## src/rtl/pid_loop_sequencer_if.sv

```systemverilog
// Sensor sample handshake between the loop sequencer (master) and the sensor front end (slave).
interface pid_loop_sequencer_if;
    logic        samp_req;
    logic        samp_ack;
    logic [15:0] samp_data;

    modport master (output samp_req, input samp_ack, input samp_data);
    modport slave  (input samp_req, output samp_ack, output samp_data);
endinterface

```

## src/rtl/pid_loop_sequencer.sv

```systemverilog
// Control-period sequencer for one PID loop: period tick, sample handshake, engine strobe,
// actuator latch, atomic gain/setpoint commit and fault handling.
module pid_loop_sequencer #(
    parameter int PERIOD_W   = 24,
    parameter int SETTLE_CYC = 2
) (
    input  logic                clk,
    input  logic                rst,
    pid_loop_sequencer_if.master samp_if,
    input  logic                enable_i,
    input  logic [PERIOD_W-1:0] period_i,
    input  logic [15:0]         timeout_i,
    input  logic                cfg_we_i,
    input  logic [2:0]          cfg_addr_i,
    input  logic [15:0]         cfg_data_i,
    output logic [15:0]         kp_n_o,
    output logic [15:0]         kp_ds_o,
    output logic [15:0]         ki_n_o,
    output logic [15:0]         ki_ds_o,
    output logic [15:0]         kd_n_o,
    output logic [15:0]         kd_ds_o,
    output logic [15:0]         setpoint_o,
    output logic [15:0]         observed_o,
    output logic                pid_rst_o,
    output logic                pid_step_o,
    input  logic [15:0]         pid_out_i,
    output logic [15:0]         act_out_o,
    output logic                act_valid_o,
    output logic                fault_o,
    output logic                overrun_o
);

    localparam int SETTLE_W = (SETTLE_CYC < 2) ? 1 : $clog2(SETTLE_CYC + 1);
    localparam logic [SETTLE_W-1:0] SETTLE_LAST = SETTLE_W'(SETTLE_CYC - 1);

    typedef enum logic [2:0] {
        IDLE,
        WAIT_TICK,
        REQ,
        STEP,
        SETTLE,
        FAULT
    } state_e;

    state_e               state_q, state_d;
    logic [PERIOD_W-1:0]  cnt_q, cnt_d;
    logic [15:0]          wait_q, wait_d;
    logic [SETTLE_W-1:0]  settle_q, settle_d;
    logic [6:0][15:0]     shadow_q, shadow_d;
    logic [6:0][15:0]     active_q, active_d;
    logic                 pending_q, pending_d;
    logic [15:0]          observed_q, observed_d;
    logic [15:0]          act_out_q, act_out_d;
    logic                 act_valid_q, act_valid_d;
    logic                 overrun_q, overrun_d;
    logic                 samp_req_q, pid_step_q, fault_q, pid_rst_q;

    logic [PERIOD_W-1:0]  eff_period;
    logic                 running;
    logic                 tick;
    logic                 commit_wr;

    assign eff_period = (period_i < PERIOD_W'(4)) ? PERIOD_W'(4) : period_i;
    assign running    = (state_q == WAIT_TICK) || (state_q == REQ) ||
                        (state_q == STEP) || (state_q == SETTLE);
    // >= rather than == so a period shortened mid-count still wraps promptly.
    assign tick       = running && (cnt_q >= (eff_period - PERIOD_W'(1)));
    assign commit_wr  = cfg_we_i && (cfg_addr_i == 3'd7);

    always_comb begin
        state_d     = state_q;
        cnt_d       = cnt_q;
        wait_d      = wait_q;
        settle_d    = settle_q;
        shadow_d    = shadow_q;
        active_d    = active_q;
        pending_d   = pending_q | commit_wr;
        observed_d  = observed_q;
        act_out_d   = act_out_q;
        act_valid_d = 1'b0;
        overrun_d   = overrun_q;

        for (int i = 0; i < 7; i++) begin
            if (cfg_we_i && (cfg_addr_i == 3'(i))) begin
                shadow_d[i] = cfg_data_i;
            end
        end

        if (running) begin
            cnt_d = tick ? '0 : cnt_q + PERIOD_W'(1);
        end

        case (state_q)
            IDLE: begin
                if (enable_i) begin
                    state_d = WAIT_TICK;
                    cnt_d   = '0;
                end
            end
            WAIT_TICK: begin
                if (tick) begin
                    // Same-cycle writes are folded into the commit via shadow_d.
                    if (pending_q || commit_wr) begin
                        active_d  = shadow_d;
                        pending_d = 1'b0;
                    end
                    state_d = REQ;
                    wait_d  = '0;
                end
            end
            REQ: begin
                if (samp_if.samp_ack) begin
                    observed_d = samp_if.samp_data;
                    state_d    = STEP;
                end else if ((timeout_i != 16'd0) &&
                             (({1'b0, wait_q} + 17'd1) == {1'b0, timeout_i})) begin
                    state_d = FAULT;
                end else begin
                    wait_d = wait_q + 16'd1;
                end
            end
            STEP: begin
                state_d  = SETTLE;
                settle_d = '0;
            end
            SETTLE: begin
                if (settle_q == SETTLE_LAST) begin
                    act_out_d   = pid_out_i;
                    act_valid_d = 1'b1;
                    state_d     = WAIT_TICK;
                end else begin
                    settle_d = settle_q + SETTLE_W'(1);
                end
            end
            FAULT: begin
                state_d = FAULT;
            end
            default: begin
                state_d = IDLE;
            end
        endcase

        if (tick && (state_q != WAIT_TICK)) begin
            overrun_d = 1'b1;
        end

        // Dropping enable aborts everything but keeps shadow regs and any pending commit.
        if (!enable_i) begin
            state_d     = IDLE;
            active_d    = active_q;
            pending_d   = pending_q | commit_wr;
            observed_d  = observed_q;
            act_valid_d = 1'b0;
            overrun_d   = 1'b0;
        end

        if ((state_d == IDLE) || (state_d == FAULT)) begin
            act_out_d = '0;
        end
    end

    // All handshake/strobe outputs are registered decodes of the next state.
    always_ff @(posedge clk) begin
        if (rst) begin
            state_q     <= IDLE;
            cnt_q       <= '0;
            wait_q      <= '0;
            settle_q    <= '0;
            shadow_q    <= '0;
            active_q    <= '0;
            pending_q   <= 1'b0;
            observed_q  <= '0;
            act_out_q   <= '0;
            act_valid_q <= 1'b0;
            overrun_q   <= 1'b0;
            samp_req_q  <= 1'b0;
            pid_step_q  <= 1'b0;
            fault_q     <= 1'b0;
            pid_rst_q   <= 1'b1;
        end else begin
            state_q     <= state_d;
            cnt_q       <= cnt_d;
            wait_q      <= wait_d;
            settle_q    <= settle_d;
            shadow_q    <= shadow_d;
            active_q    <= active_d;
            pending_q   <= pending_d;
            observed_q  <= observed_d;
            act_out_q   <= act_out_d;
            act_valid_q <= act_valid_d;
            overrun_q   <= overrun_d;
            samp_req_q  <= (state_d == REQ);
            pid_step_q  <= (state_d == STEP);
            fault_q     <= (state_d == FAULT);
            pid_rst_q   <= (state_d == IDLE) || (state_d == FAULT) ||
                           ((state_q == IDLE) && (state_d == WAIT_TICK));
        end
    end

    assign samp_if.samp_req = samp_req_q;
    assign kp_n_o      = active_q[0];
    assign kp_ds_o     = active_q[1];
    assign ki_n_o      = active_q[2];
    assign ki_ds_o     = active_q[3];
    assign kd_n_o      = active_q[4];
    assign kd_ds_o     = active_q[5];
    assign setpoint_o  = active_q[6];
    assign observed_o  = observed_q;
    assign pid_rst_o   = pid_rst_q;
    assign pid_step_o  = pid_step_q;
    assign act_out_o   = act_out_q;
    assign act_valid_o = act_valid_q;
    assign fault_o     = fault_q;
    assign overrun_o   = overrun_q;

endmodule

```

## src/flat_wrapper.sv

```systemverilog
// flat-port wrapper written by rule: the top's interface ports become plain ports
module pid_loop_sequencer_flat 
#(
    parameter int PERIOD_W   = 24,
    parameter int SETTLE_CYC = 2
)
  (clk, rst, enable_i, period_i, timeout_i, cfg_we_i, cfg_addr_i, cfg_data_i, kp_n_o, kp_ds_o, ki_n_o, ki_ds_o, kd_n_o, kd_ds_o, setpoint_o, observed_o, pid_rst_o, pid_step_o, pid_out_i, act_out_o, act_valid_o, fault_o, overrun_o, samp_if_samp_req, samp_if_samp_ack, samp_if_samp_data);
  pid_loop_sequencer_if samp_if_i ();
  input  logic clk;
  input  logic rst;
  input  logic enable_i;
  input  logic [PERIOD_W-1:0] period_i;
  input  logic [15:0] timeout_i;
  input  logic cfg_we_i;
  input  logic [2:0] cfg_addr_i;
  input  logic [15:0] cfg_data_i;
  output logic [15:0] kp_n_o;
  output logic [15:0] kp_ds_o;
  output logic [15:0] ki_n_o;
  output logic [15:0] ki_ds_o;
  output logic [15:0] kd_n_o;
  output logic [15:0] kd_ds_o;
  output logic [15:0] setpoint_o;
  output logic [15:0] observed_o;
  output logic pid_rst_o;
  output logic pid_step_o;
  input  logic [15:0] pid_out_i;
  output logic [15:0] act_out_o;
  output logic act_valid_o;
  output logic fault_o;
  output logic overrun_o;
  output wire logic [$bits(samp_if_i.samp_req)-1:0] samp_if_samp_req;
  input wire logic [$bits(samp_if_i.samp_ack)-1:0] samp_if_samp_ack;
  input wire logic [$bits(samp_if_i.samp_data)-1:0] samp_if_samp_data;
  assign samp_if_samp_req = samp_if_i.samp_req;
  assign samp_if_i.samp_ack = samp_if_samp_ack;
  assign samp_if_i.samp_data = samp_if_samp_data;
  pid_loop_sequencer #(.PERIOD_W(PERIOD_W), .SETTLE_CYC(SETTLE_CYC)) u_core (.clk(clk), .rst(rst), .samp_if(samp_if_i), .enable_i(enable_i), .period_i(period_i), .timeout_i(timeout_i), .cfg_we_i(cfg_we_i), .cfg_addr_i(cfg_addr_i), .cfg_data_i(cfg_data_i), .kp_n_o(kp_n_o), .kp_ds_o(kp_ds_o), .ki_n_o(ki_n_o), .ki_ds_o(ki_ds_o), .kd_n_o(kd_n_o), .kd_ds_o(kd_ds_o), .setpoint_o(setpoint_o), .observed_o(observed_o), .pid_rst_o(pid_rst_o), .pid_step_o(pid_step_o), .pid_out_i(pid_out_i), .act_out_o(act_out_o), .act_valid_o(act_valid_o), .fault_o(fault_o), .overrun_o(overrun_o));
endmodule
```

## config.mk

```make
export PLATFORM = sky130hd
export DESIGN_NAME = pid_loop_sequencer_flat
export DESIGN_NICKNAME = d
export VERILOG_FILES = /design/src/rtl/pid_loop_sequencer_if.sv /design/src/rtl/pid_loop_sequencer.sv /design/src/flat_wrapper.sv
export SDC_FILE = /design/constraint.sdc
export NUM_CORES = 1
export LEC_CHECK = 0
export ABC_AREA = 0
export CORE_ASPECT_RATIO = 2
export CORE_MARGIN = 1
export CORE_UTILIZATION = 47
export DETAILED_ROUTE_END_ITERATION = 6
export GPL_TIMING_DRIVEN = 0
export HOLD_SLACK_MARGIN = 0.06
export PLACE_DENSITY_LB_ADDON = 0.08
export SLEW_MARGIN = 25
export SYNTH_ARGS = -nofsm -noshare
export SYNTH_HDL_FRONTEND = slang
export SYNTH_SLANG_ARGS = --single-unit
```

## constraint.sdc

```tcl
create_clock -name clk -period 6.2 [get_ports clk]
set_clock_uncertainty 0.2 [all_clocks]
set_input_delay 1.86 -clock clk [delete_from_list [all_inputs] [get_ports clk]]
set_output_delay 1.86 -clock clk [all_outputs]
set_load 0.01 [all_outputs]
```

== Word-level counts from Yosys, hierarchy flattened ==
Cells that the tools add are included.

* Register bits: 308
* Input bits: 96

* Add/sub/neg operators: 5
* Bitwise operators: 3
* Equal/unequal tests: 23
* Multiplexer cells: 29
* Order comparisons: 2
* Reduce and logical (&&, ||, !) cells: 32

{| class="wikitable"
|+ Operators by type and width
! cell !! count
|-
| $mux 16 || 10
|-
| $mux 24 || 5
|-
| $pmux 16 s2 || 1
|-
| $add 24x1->24 const B || 1
|-
| $ge 24x24->1 || 1
|-
| $lt 24x3->1 const B || 1
|-
| $sub 24x1->24 const B || 1
|-
| $eq 3x3->1 const B || 7
|-
| $eq 3x2->1 const B || 6
|-
| $pmux 3 s6 || 1
|-
| $add 16x1->17 const B || 1
|-
| $eq 17x16->1 || 1
|-
| $add 16x1->16 const B || 1
|-
| $reduce_bool 16->1 || 1
|-
| $mux 3 || 5
|-
| $logic_and 1x1->1 || 12
|-
| $eq 3x1->1 const B || 3
|-
| $logic_not 3->1 || 3
|-
| $reduce_and 4->1 || 2
|-
| $logic_or 1x1->1 || 6
|-
| $ne 2x2->1 const B || 3
|-
| $mux 1 || 5
|-
| $pmux 2 s2 || 1
|-
| $reduce_and 2->1 || 2
|-
| other kinds (11) || 14
|}

== Longest topological paths before layout ==
Gate-level depths: netlist of the first run.

* Word-level depth: 11
* Gate-level depth with buffers: 23
* Mapped depth without buffers: 19

== Worst setup path after synthesis of the first run ==
Ideal clock, no wire load.

* Path kind: input-to-reg
* Start: in period_i[6]
* End: reg u_core.active_q, in the netlist u_core.kp_n_o[10]
* Arrival time: 6109 ps
* Required time: 5926 ps
* Stages on the path: 23
* Setup time: 74 ps
* Buffers on the path: 4
* Path slack: -183 ps
* Cells stage by stage: or4_1 nor4_1 nor4b_2 nand2b_1 nand2_1 ha_1 inv_1 nor2_1 nand3_1 xor2_1 ha_1 nand4_1 nor2_1 o2111ai_1 o211ai_1 a21o_1 and4b_1 clkbuf_1 buf_2 buf_2 buf_2 nand2_1 o21ai_0

* Cells in the longest elaborated chain, start to end: 6

{| class="wikitable"
|+ Ends and longest elaborated chain
! element !! line !! source
|-
| start, declared || flat_wrapper.sv:12 || <nowiki>input logic [PERIOD_W-1:0] period_i;</nowiki>
|-
| $lt 24x3->1 || pid_loop_sequencer.sv:63 || <nowiki>assign eff_period = (period_i < PERIOD_W'(4)) ? PERIOD_W'(4) : period_i;</nowiki>
|-
| $mux 24 * || pid_loop_sequencer.sv:63 ||
|-
| $sub 24x1->24 * || pid_loop_sequencer.sv:67 || <nowiki>assign tick = running && (cnt_q >= (eff_period - PERIOD_W'(1)));</nowiki>
|-
| $ge 24x24->1 * || pid_loop_sequencer.sv:67 ||
|-
| $logic_and 1x1->1 * || pid_loop_sequencer.sv:67 ||
|-
| $reduce_and 4->1 (no source line) * || n/a ||
|-
| end signal, assigned || pid_loop_sequencer.sv:186 || <nowiki>active_q <= active_d;</nowiki>
|-
| end, declared || pid_loop_sequencer.sv:50 || <nowiki>logic [6:0][15:0] active_q, active_d;</nowiki>
|}

Every way passes the cells marked *; elsewhere a longest branch is shown, timed or not.
A chain may end at the register's enable or synchronous reset.

== Worst setup path in the final report of the first run ==
* Start: in period_i[4]
* End: reg u_core.active_q, in the netlist u_core.ki_n_o[6]

Same word-level chain as after synthesis.

==> results of run 1 <==
cells in the mapped netlist (3+ instances only):
master,n,share of area
nor3_1,16,0.0061
nor3b_1,10,0.0057
or3_1,4,0.0019
inv_1,8,0.0023
xnor2_1,30,0.020
or2_2,3,0.0014
and3_1,21,0.010
nand3_1,22,0.0084
a21oi_1,141,0.054
buf_1,7,0.0020
nand2_1,412,0.12
mux2i_1,20,0.015
and2_1,5,0.0024
o21ai_0,127,0.049
a221o_1,6,0.0046
a21o_1,5,0.0029
a22o_1,3,0.0020
a31oi_1,3,0.0014
xor2_1,33,0.022
a211o_1,7,0.0047
a211oi_1,21,0.012
ha_1,28,0.027
nor4_1,9,0.0043
nor2b_1,13,0.0062
buf_2,20,0.0076
clkbuf_1,69,0.020
nand2b_1,131,0.063
dfxtp_1,308,0.47
nand4_1,12,0.0057
nand3b_1,3,0.0017
nor2_1,59,0.017
sequential cells by signal, summed over array words and instances, names as in the netlist, 2 cells and up:
register           flops
u_core.shadow_q      112
u_core.settle_q        2
u_core.kd_ds_o        16
u_core.act_out_o      16
u_core.kd_n_o         16
u_core.kp_ds_o        16
u_core.state_q         3
u_core.ki_ds_o        16
u_core.kp_n_o         16
u_core.observed_o     16
u_core.ki_n_o         16
u_core.cnt_q          24
u_core.wait_q         16
u_core.setpoint_o     16
per-stage QoR:
stage	total power, mW	std cells
5_1_grt	4.20	2254
2_1_floorplan	2.15	1599
6_report	4.07	2254
3_3_place_gp	2.28	2193
4_1_cts	4.10	2251
3_5_place_dp	2.29	2193
kinds of logic after synthesis:
kind of cell             share of synthesized area
XOR/XNOR                                    0.0421
AO/OA/AOI/OAI                                0.146
buffers and inverters                       0.0337
AND/OR/NAND/NOR                              0.265
multiplexers                                0.0161
adder cells (fa/ha/maj)                     0.0267
flip-flops                                   0.471
metal layers:
layer | vias up | share of wire
met5 | - | 0
met4 | 0 | 0.053
met3 | 112 | 0.048
met2 | 335 | 0.54
met1 | 5532 | 0.36
li1 | 5903 | -
worst register-to-register path: stages (launching register included):
cell	delay [ps]
dfxtp_1	410
ha_1	300
and2_1	150
clkbuf_1	250
nor3b_1	470
nand2_1	190
mux2i_1	170
a211oi_2	380
nand3b_2	190
a21oi_4	400
buf_6	210
a211oi_1	90
final timing paths:
path                                               to  cells past startpoint
worst max-delay path                 u_core.ki_n_o[6]                     22
worst min register to register  u_core.observed_o[15]                      2
worst min-delay path            u_core.observed_o[15]                      2
worst max register to register   u_core.act_out_o[11]                     11
where the power goes:
part / total [mW] / switching (mW) / internal (mW)
registers: 2.00 / 0.00470 / 1.99
clock network: 1.82 / 0.761 / 1.06
logic: 0.251 / 0.143 / 0.108
layout make-up:
class	instances	area [um2]
Clock inverter	8	125
Buffer	98	553
Sequential cell	308	6170
Inverter	8	30.0
Tap cell	352	440
Fill cell	2491	10100
Timing Repair Buffer	253	2560
Multi-Input combinational cell	1184	6600
Clock buffer	43	838
what timing repair did:
item | 4_1_cts | 5_1_grt
buffers inserted | 7 | 2
gates resized for setup | 56 | 37
gates cloned | 1 | 1
setup endpoints to repair | 173 | 169
pin swaps | 9 | 8
endpoints found under the hold margin | 0 | 0
==> results.toml, run 1 <==
[run_status]
status = "completed"

[clock_network]
cts_buffers = 28
clockBufferDepth = 3
root_buffer = "clkbuf_16"
cts_tree = "done"
clkSlewWorstSetupHoldPaths_ps = 70
cts_sinks = 308
clk_latency_ps = 550
htreeDepth = 1
hold_buffers = 0

[worst_setup_path]
cp-start-kind = "input pin"
cp_slowest_cell = "or4_4"
rr_startpoint = "u_core.wait_q[0]"
cpPeakStageDelay_ps = 540
worst_ep_required_time_ps = 6430
cpLargestDelayFamily = "simple AND/OR/NAND/NOR gates"
cp.arrival_ps = 6220
path_cells = "dlygate4sd2_1, or4_4, nor4_4, nor4b_4, or2_1, buf_6, or3_1, buf_6, nor3_1, xnor2_1, ha_1, a211oi_2, nand2_1, a31oi_1, o211ai_1, buf_4, a21o_4, and4b_4, bufbuf_16, buf_4, nand2_1, o21ai_0"
r2r_slack_ps = 2640
endpoint_kind = "flip-flop"
path_max_fanout = 10
crit_start = "period_i[4]"
criticalPathCategory = "in2reg"
cp_num_buf_inv = 6

[floorplan]
num_rows = 86
coreArea_mm2 = 0.0274
die_area_mm2 = 0.0286
ios = 246
die_h_um = 238
die_w_um = 120
start_util = 0.478

[pwr]
cellPowerDensity_mw_per_mm2 = 235
p_leak_nw = 6.08
peakVddDrop_uv = 210

[place]
io_buffers = 242
pre_cts_ws_ps = -2180
placed_area_mm2 = 0.0160
hpwlAfterDp_mm = 29.7
gp_congestion = 0.882

[grt]
gr-usage-met1 = 0.275
grt_pass1_vias = 11718
grt-busiest-layer = "met2"
antenna_found_initial = 0
grt_max_degree = 16
overflow = 0
gr-usage-met3 = 0.0359
grt_util_met2 = 0.539
track_usage = 0.276
grt_first_pass_wirelength_mm = 61.2

[sta]
setup_viol = 0
timing.setup.tns_ps = 0
layout_setup_ws_ps = 220
min_period_ps = 5980
finalHoldViolCount = 0
max_freq_mhz = 167
whs_ps = 256
timing.final.crit_share = 0.965
tightest_slew_ps = 846
maxSlewViolCount = 0
rsz0062_at_grt = "no"
slew_headroom = 0.432

[logic_synthesis]
yosysWarnings = 0
ys_seq_elements = 308
synth-edff-count = 0
ys_seq_area_frac = 0.471
synth_area_mm2 = 0.0131
syn_avg_cell_area_um2 = 8.19
synthDistinctLibCells = 68
synthArstFlopShare = 0
synth.net_count = 1723
ys.flop_type = "dfxtp_1"
synth_cells = 1599

[drt]
num_vias = 11882
ant_nets = 0
routed_wirelength_mm = 40.1
drt_iter0_markers = 760
detail_route.first_pass.iterations = 5
route.detailed.drc = 0
routedWlPerCell_um = 17.8
vias_per_cell = 5.27

[cells_and_area]
fin_area_mm2 = 0.0173
nNetsFinal = 2005
num_antenna_cells = 0
final_util = 0.631
drive_gt1_frac = 0.0668
final_cell_mix = "nand2_1 (410), dfxtp_1 (308), clkdlybuf4s50_1 (233), a21oi_1 (141), nand2b_1 (131)"
area_delta_synth_final_pct = 32.1
mostFrequentLayoutCell = "nand2_1"

[worst_hold_path]
hold_path_class = "reg2reg"
hold_start = "u_core.observed_o[15]"

[job]
max_cap_viol_count = 0
(Power assumes the default switching activity.)
==> run 2, diff against run 1 <==
--- a/config.mk
+++ b/config.mk
@@ -10,7 +10,6 @@
 export CORE_MARGIN = 1
 export CORE_UTILIZATION = 47
 export DETAILED_ROUTE_END_ITERATION = 6
-export GPL_TIMING_DRIVEN = 0
 export HOLD_SLACK_MARGIN = 0.06
 export PLACE_DENSITY_LB_ADDON = 0.08
 export SLEW_MARGIN = 25
==> run 2 against run 1 <==
Effect of this change:
- global-route usage fell by 2.3 points
- cell count decreased by 1.7%
- cell area grew 1.1%
==> results.toml, run 2 (same netlist as run 1, synthesis figures left out) <==
[run_status]
status = "completed"

[sta]
setup_viol = 0
max_freq_mhz = 167
tightest_slew_ps = 962
maxSlewViolCount = 0
min_period_ps = 5990
timing.final.crit_share = 0.966
timing.setup.tns_ps = 0
whs_ps = 252
slew_headroom = 0.359
finalHoldViolCount = 0

[clock_network]
clockBufferDepth = 3
root_buffer = "clkbuf_16"
clk_latency_ps = 540
clkSlewWorstSetupHoldPaths_ps = 70
hold_buffers = 0
cts_buffers = 27
cts_tree = "done"
cts_sinks = 308
htreeDepth = 1

[worst_setup_path]
cp-start-kind = "input pin"
criticalPathCategory = "in2reg"
endpoint_kind = "flip-flop"
rr_startpoint = "u_core.wait_q[0]"
path_max_fanout = 8
crit_start = "period_i[22]"
cp.arrival_ps = 6210
worst_ep_required_time_ps = 6420

[cells_and_area]
mostFrequentLayoutCell = "nand2_1"
final_util = 0.638
largestRegisters = "u_core.shadow_q (112), u_core.cnt_q (24)"
largest_reg_flops = 112
area_delta_synth_final_pct = 33.5
final_cell_mix = "nand2_1 (410), dfxtp_1 (308), clkdlybuf4s50_1 (237), a21oi_1 (140), nand2b_1 (131)"
top_register = "u_core.shadow_q"
nFillCells = 2426
num_antenna_cells = 0
drive_gt1_frac = 0.0800
fin_area_mm2 = 0.0175
nNetsFinal = 1971

[floorplan]
coreArea_mm2 = 0.0274
num_rows = 86
die_area_mm2 = 0.0286
die_h_um = 238
start_util = 0.478
ios = 246
die_w_um = 120

[job]
max_cap_viol_count = 0

[drt]
route.detailed.drc = 0
routedWlPerCell_um = 17.7
vias_per_cell = 5.29
detail_route.first_pass.iterations = 5
ant_nets = 0
num_vias = 11712
routed_wirelength_mm = 39.2
drt_iter0_markers = 728

[grt]
grt_pass1_vias = 11149
track_usage = 0.253
grt_util_met2 = 0.479
grt_first_pass_wirelength_mm = 57.7
grt-busiest-layer = "met2"
grt_max_degree = 132
gr-usage-met3 = 0.0313
gr-usage-met1 = 0.286
overflow = 0
antenna_found_initial = 0

[pwr]
cellPowerDensity_mw_per_mm2 = 227
peakVddDrop_uv = 222
p_leak_nw = 6.17

[place]
gp_congestion = 0.869
hpwlAfterDp_mm = 25.7
io_buffers = 245
placed_area_mm2 = 0.0160

[worst_hold_path]
hold_path_class = "reg2reg"
hold_start = "u_core.observed_o[4]"
## run 2: cell types whose count changed in the layout (fill, tap and decap cells not counted), sizes merged, moves of 2 or more
| cell | delta |
|---|---|
| buf | +17 |
| clkbuf | -60 |
| clkdlybuf4s50 | +4 |
| clkinvlp | +2 |
| dlygate4sd2 | -3 |
| inv | +2 |
## run 2: per-layer routing
metal	wire length (um)	vias to the layer above
met5	0	-
met4	1080	0
met3	1740	57
met2	21100	305
met1	15300	5512
li1	-	5838
## run 2: repair_timing
| item | CTS | global route |
|---|---|---|
| endpoints found under the setup margin | 127 | 174 |
| resized for setup | 3 | 30 |
| gates cloned | 0 | 18 |
| pin swaps | 3 | 14 |
| buffers inserted | 3 | 6 |
## run 2: layout make-up
cell class / count / area, um2 / area share
clock inverters: 11 / 149 / 0.00851
well taps: 352 / 440 / 0.0252
flip-flops and latches: 308 / 6170 / 0.352
inverters: 8 / 30.0 / 0.00172
clock buffers: 34 / 732 / 0.0418
repair buffers: 318 / 3390 / 0.194
multi-input cells: 1184 / 6590 / 0.376
## run 2: final timing paths
check                                        endpoint  slack [ps]  cells past startpoint
worst min register to register   u_core.observed_o[4]         250                      2
worst max register to register       u_core.wait_q[6]        2700                      9
worst max-delay path            u_core.setpoint_o[13]         210                     22
worst min-delay path             u_core.observed_o[4]         250                      2
## run 2: where the power goes
part,total [mW],switching (mW),internal [mW]
sequential,2.00,0.00561,1.99
combinational,0.254,0.137,0.118
clock,1.71,0.752,0.962
total,3.97,0.894,3.07
## run 2: worst max-delay path, stage by stage
cell and delay [ps]:
clkdlybuf4s50_1 440, nor4_1 450, nand2_1 210, nor4b_4 290, nand2b_1 130, nand2_2 120, ha_4 150, inv_2 50
nor2_4 180, buf_4 160, buf_4 90, nand2_1 60, xor2_1 150, ha_1 300, a21o_1 190, a221o_1 370
a21o_1 210, and4b_4 270, clkbuf_16 210, clkbuf_16 170, nand2_1 70, o21ai_0 80
## run 2: stage by stage
| stage | worst slack, ps | cells | power (mW) |
|---|---|---|---|
| global placement | -794 | 2143 | 2.29 |
| floorplan | 23.0 | 1599 | 2.15 |
| CTS | 9.76 | 2191 | 4.00 |
| global route | -38.4 | 2215 | 4.10 |
| finish | 214 | 2215 | 3.97 |
| detailed placement | -876 | 2143 | 2.29 |
==> variant 1 (config.mk and constraints of run 1) <==
Add an input register stage for `cfg_data_i`, cleared by the reset; this delays it by one clock. The other inputs are not delayed to match.
--- a/src/rtl/pid_loop_sequencer.sv
+++ b/src/rtl/pid_loop_sequencer.sv
@@ -42,6 +42,16 @@
         FAULT
     } state_e;
 
+    logic [15:0] cfg_data_q;
+
+    always_ff @(posedge clk) begin
+        if (rst) begin
+            cfg_data_q <= '0;
+        end else begin
+            cfg_data_q <= cfg_data_i;
+        end
+    end
+
     state_e               state_q, state_d;
     logic [PERIOD_W-1:0]  cnt_q, cnt_d;
     logic [15:0]          wait_q, wait_d;
@@ -82,7 +92,7 @@
 
         for (int i = 0; i < 7; i++) begin
             if (cfg_we_i && (cfg_addr_i == 3'(i))) begin
-                shadow_d[i] = cfg_data_i;
+                shadow_d[i] = cfg_data_q;
             end
         end
 
Behaviour: no difference found for any inputs over 4 cycles, from zero or initial values and one cycle with rst high; that may be too few to reach the edited logic, so the function may still have changed.
==> variant 1 against run 1 <==
  * Via count shrank 2.4%
  * Design area rose by 8.4%
  * Non-clock buffer count up 23
  * Power up 3.3%
  * Wire length rose by 1.6%
  * Utilization increased by 5.1 points
  * Sequential cell count is 16 higher
  * Synthesized area is 0.53% higher
  * Global-route usage increased by 0.68 points
  * Synthesized cell count is 11% lower
  * Setup slack got worse by 0.13 ns
  * Combinational power is 5% lower
  * Largest cell class unchanged
  * Largest power group unchanged
==> variant 1: results (changes against run 1) <==
| Metric | Value |
|---|---|
| Utilization after layout | 68.1% (+5.1 points) |
| FILL cells | 2235 (-10%) |
| Reg2Reg Depth | 12 (+1) |
| Placed cells | 2013 (-8.2%) |
| Dpl ws | -1.40 ns (+0.778 ns) |
| DP HPWL | 28.6 mm (-3.9%) |
| R2r endpoint | u_core.wait_q[7] |
| Min Tclk post-route | 6.11 ns (+0.134 ns) |
| Static leakage | 6.84 nW (+12%) |
| Bufs w/o clock | 374 (+6.6%) |
| Complex-gate fraction of the synthesized area | 11.6% (-2.9 points) |
| Data arrival, critical path | 6.36 ns (+0.14 ns) |
| Fraction of area in multi-input gates | 38.8% (+0.65 points) |
| Mux share of post-synthesis cell area | 9.88% (+8.3 points) |
| CLK BUF | 42 (-2.3%) |
| All-Layer GR Usage | 28.3% (+0.68 points) |
| Hold slack | 0.253 ns (-0.00274 ns) |
| Layout Cells excl Fill | 2097 (-7.0%) |
| Vias in the first global route | 11600 (-0.73%) |
| Hold_sp | u_core.observed_o[14] |
| Placement-stage cell area | 16100 sq um (+0.87%) |
| R2R Setup Slk | 1.88 ns (-0.76 ns) |
| Seq area share | 34.6% (-1.1 points) |
| Peak VDD IR | 0.219 mV (+4.3%) |
| Sequential-to-total area share from yosys stat | 49.2% (+2.2 points) |
| Hold endpoint | u_core.observed_o[14] |
| Nets | 1849 (-7.8%) |
| Routed WL per cell | 19.4 microns (+9.2%) |
| Synth cell types | 61 (-10%) |
| Syn nets | 1542 (-11%) |
| Iteration-0 DRC Markers | 405 (-47%) |
| Worst-Skew Late Latency | 0.56 ns |
| Slew @ Worst Pin | 1.05 ns (+0.209 ns) |
| Clock-cell share | 5.14% (-0.43 points) |
| Synthesized instance count | 1418 (-11%) |
| Adder-Cell Fraction of Synth Area | 2.66% (-0.014 points) |
| Outcome | finished, final reports clean |
| Non-clock inverter count | 12 (+4) |
| Gpl congestion | 0.875 (-0.83%) |
| Ranking of synthesized cells by area | dfxtp_1, mux2i_1, nor2_1, a211oi_1, ha_1 |
| Layout cells sized above 1 | 19.5% (+13 points) |
| Critical Path End | u_core.setpoint_o[13] |
| Via count | 11600 (-2.4%) |
| First-pass GRT wire length | 63.0 mm (+3.0%) |
| Most frequent cells after synthesis | dfxtp_1, nor2_1, mux2i_1, a211oi_1, clkbuf_1 |
| Syn_area_per_cell | 9.29 sq um (+13%) |
| Synth Area in XOR/XNOR | 4.32% (+0.11 points) |
| CP Launch Point | period_i[12] |
| Sink Count | 324 (+5.2%) |
| P_sw | 0.000931 W (+2.5%) |
==> variant 1: cell count changes in the layout (fill, tap and decap cells not counted), moves of 18 or more <==
cell / delta
nand2_1: -347
nor2_1: +165
nand2b_1: -126
mux2i_1: +110
o21ai_0: -109
a21oi_1: -98
a211oi_2: +90
nor2_2: +49
nor2_4: +24
clkbuf_16: +18
==> variant 1: power groups by stage <==
| stage | Sequential, W | Clock, W | Combinational (W) |
|---|---|---|---|
| floorplan | 0.00215 | 0 | 0.000107 |
| global placement | 0.00217 | 0 | 0.000210 |
| detailed placement | 0.00217 | 0 | 0.000214 |
| CTS | 0.00212 | 0.00186 | 0.000233 |
| global route | 0.00212 | 0.00194 | 0.000257 |
| finish | 0.00212 | 0.00184 | 0.000238 |
==> variant 1: routing by layer <==
metal,track usage [%],up-vias,wire [microns]
met5,0,-,0
met4,14.5,0,2160
met3,4.32,118,1930
met2,53.2,340,21500
met1,29.7,5566,15200
li1,-,5567,-
==> variant 2 (flow settings as in run 1) <==
Made on the original files. `SETTLE_CYC` is set to 2 in 2 places; all go to 4.
--- a/src/rtl/pid_loop_sequencer.sv
+++ b/src/rtl/pid_loop_sequencer.sv
@@ -2,7 +2,7 @@
 // actuator latch, atomic gain/setpoint commit and fault handling.
 module pid_loop_sequencer #(
     parameter int PERIOD_W   = 24,
-    parameter int SETTLE_CYC = 2
+    parameter int SETTLE_CYC = 4
 ) (
     input  logic                clk,
     input  logic                rst,
--- a/src/flat_wrapper.sv
+++ b/src/flat_wrapper.sv
@@ -2,7 +2,7 @@
 module pid_loop_sequencer_flat 
 #(
     parameter int PERIOD_W   = 24,
-    parameter int SETTLE_CYC = 2
+    parameter int SETTLE_CYC = 4
 )
   (clk, rst, enable_i, period_i, timeout_i, cfg_we_i, cfg_addr_i, cfg_data_i, kp_n_o, kp_ds_o, ki_n_o, ki_ds_o, kd_n_o, kd_ds_o, setpoint_o, observed_o, pid_rst_o, pid_step_o, pid_out_i, act_out_o, act_valid_o, fault_o, overrun_o, samp_if_samp_req, samp_if_samp_ack, samp_if_samp_data);
   pid_loop_sequencer_if samp_if_i ();
Formal check against the unedited RTL: no difference found for any inputs over 4 cycles, from zero or initial values and one cycle with rst high; that may be too few to reach the edited logic, so the function may still have changed.
==> variant 2 against run 1 <==
  * The flow now finishes with violations (negative setup slack)
  * Sequential power barely moved
  * Die area rose by 0.23%
  * Wire length fell by 2.0%
  * Sequential cell count rose by 1
  * Clock power rose by 7%
  * Setup slack got worse by 0.45 ns
  * Synthesized area rose by 0.23%
  * Design area rose by 6.7%
  * Global-route usage fell by 1.2 points
  * Critical path depth rose by 4
  * Power rose by 3.9%
  * Largest cell class unchanged
  * Largest power group unchanged
  * Highest routed layer unchanged
==> variant 2: results (changes against run 1) <==
| Metric | Value |
|---|---|
| Via/cell ratio | 5.23 (-0.74%) |
| Max FO, Critical Path | 9 (-1) |
| Placed cells | 2210 (+0.78%) |
| Largest net degree at the start of global routing | 18 (+2) |
| Worst r2r src | u_core.wait_q[0] |
| Peak VDD IR | 0.260 mV (+24%) |
| Most frequent cells after synthesis | nand2_1, dfxtp_1, a21oi_1, o21ai_0, nand2b_1 |
| Syn nets | 1740 (+0.99%) |
| Hold_sp | u_core.observed_o[4] |
| Worst-Skew Late Latency | 0.58 ns (+0.03 ns) |
| FILL cells | 2400 (-3.7%) |
| Sequential-to-total area share from yosys stat | 47.1% (about the same) |
| Nets | 2050 (+2.2%) |
| Vias in the first global route | 11700 (+0.26%) |
| First-pass GRT wire length | 59.5 mm (-2.7%) |
| Layout cells sized above 1 | 15.6% (+8.9 points) |
| Final setup fails | 171 (+171) |
| Placement-stage cell area | 16200 sq um (+1.2%) |
| Gpl congestion | 0.920 (+4.3%) |
| Failing checks | negative setup slack |
| Worst Setup Slack, final | -0.226 ns (-0.446 ns) |
| Iteration-0 DRC Markers | 523 (-31%) |
| CP Launch Point | period_i[17] |
| All-Layer GR Usage | 26.4% (-1.2 points) |
| Outcome | complete, but fails checks |
| First-pass detailed-route iteration total | 6 (+1) |
| Initial antenna violation count | 1 (+1) |
| Layout Cells excl Fill | 2299 (+2.0%) |
| Synthesized instance count | 1615 (+1.0%) |
| Ranking of synthesized cells by area | dfxtp_1, nand2_1, nand2b_1, a21oi_1, o21ai_0 |
| Data arrival, critical path | 6.69 ns (+0.47 ns) |
| Max-slew headroom | 38.5% (-4.7 points) |
| Static leakage | 6.66 nW (+9.5%) |
[variant 2: final timing paths]
path | to | slack (ns) | depth (start not counted)
worst min register to register | u_core.observed_o[4] | 0.26 | 2
worst max-delay path | u_core.kp_ds_o[4] | -0.23 | 26
worst max register to register | u_core.act_out_o[6] | 2.77 | 11
worst min-delay path | u_core.observed_o[4] | 0.26 | 2
[variant 2: area by class of cell]
class,instances,area (sq um),area share [%]
well taps,352,440,2.39
repair buffers,280,2930,15.9
inverters,12,45.0,0.244
multi-input cells,1198,7190,38.9
flip-flops and latches,309,6190,33.5
clock buffers,29,704,3.82
clock inverters,22,339,1.84
plain buffers,96,627,3.39
diodes,1,2.50,0.0136
[variant 2: where the power goes]
group,internal [W],switching (W),total [W],leakage [nW]
Clock,0.00113,0.000818,0.00195,0.480
Sequential,0.00200,0.00000451,0.00200,2.49
Combinational,0.000122,0.000149,0.000271,3.69
[variant 2: cell families (layout without fill, tap and decap cells)]
group | Yosys count | after routing | share of synthesized area, %
simple gates | 769 | 769 | 27.4
xor+xnor | 67 | 67 | 4.47
compound gates | 315 | 315 | 13.4
mux | 18 | 18 | 1.38
buf+inv | 108 | 439 | 3.50
flops | 309 | 309 | 47.1
other cells | 0 | 1 | 0
fa+ha+maj | 29 | 29 | 2.76
[variant 2: worst max-delay path: stages]
cell	delay (ns)
buf_8	0.09
or4_4	0.53
or3_4	0.40
or3_4	0.42
or3_4	0.38
nand2_4	0.09
ha_4	0.17
nand2_8	0.07
or2_4	0.30
nor4_4	0.15
xnor2_1	0.12
ha_1	0.31
nand2_2	0.10
nor2_4	0.04
a211oi_2	0.19
o21ai_2	0.12
a211oi_4	0.26
buf_12	0.16
buf_6	0.09
nor4b_4	0.03
buf_4	0.18
buf_8	0.14
buf_12	0.15
clkbuf_16	0.16
nand2_2	0.07
o21ai_1	0.07
[variant 2: timing repair]
| action | in CTS | in global routing |
|---|---|---|
| cloned | 2 | 9 |
| setup buffers | 19 | 7 |
| gates resized for setup | 63 | 194 |
| pin swaps | 25 | 27 |
| endpoints found under the setup margin | 176 | 174 |
[variant 2: metal layers]
metal  vias to the layer above  GRT usage [%]  wire length [microns]
met2                       308           50.3                  21100
met5                         -              0                      0
met3                        81           4.59                   1890
met1                      5645           27.9                  15000
met4                         0           10.6                   1380
li1                       5996              -                      -
[variant 2: per-stage QoR]
step                      hold WS, ns  setup TNS [ns]  setup slack, ns
after floorplan                 0.240          -28.93           -0.324
after global placement          0.243         -253.43            -1.64
after detailed placement        0.249         -265.23            -1.72
after CTS                       0.258          -21.64           -0.194
after global routing            0.276          -55.48           -0.380
final                           0.258          -26.73           -0.226
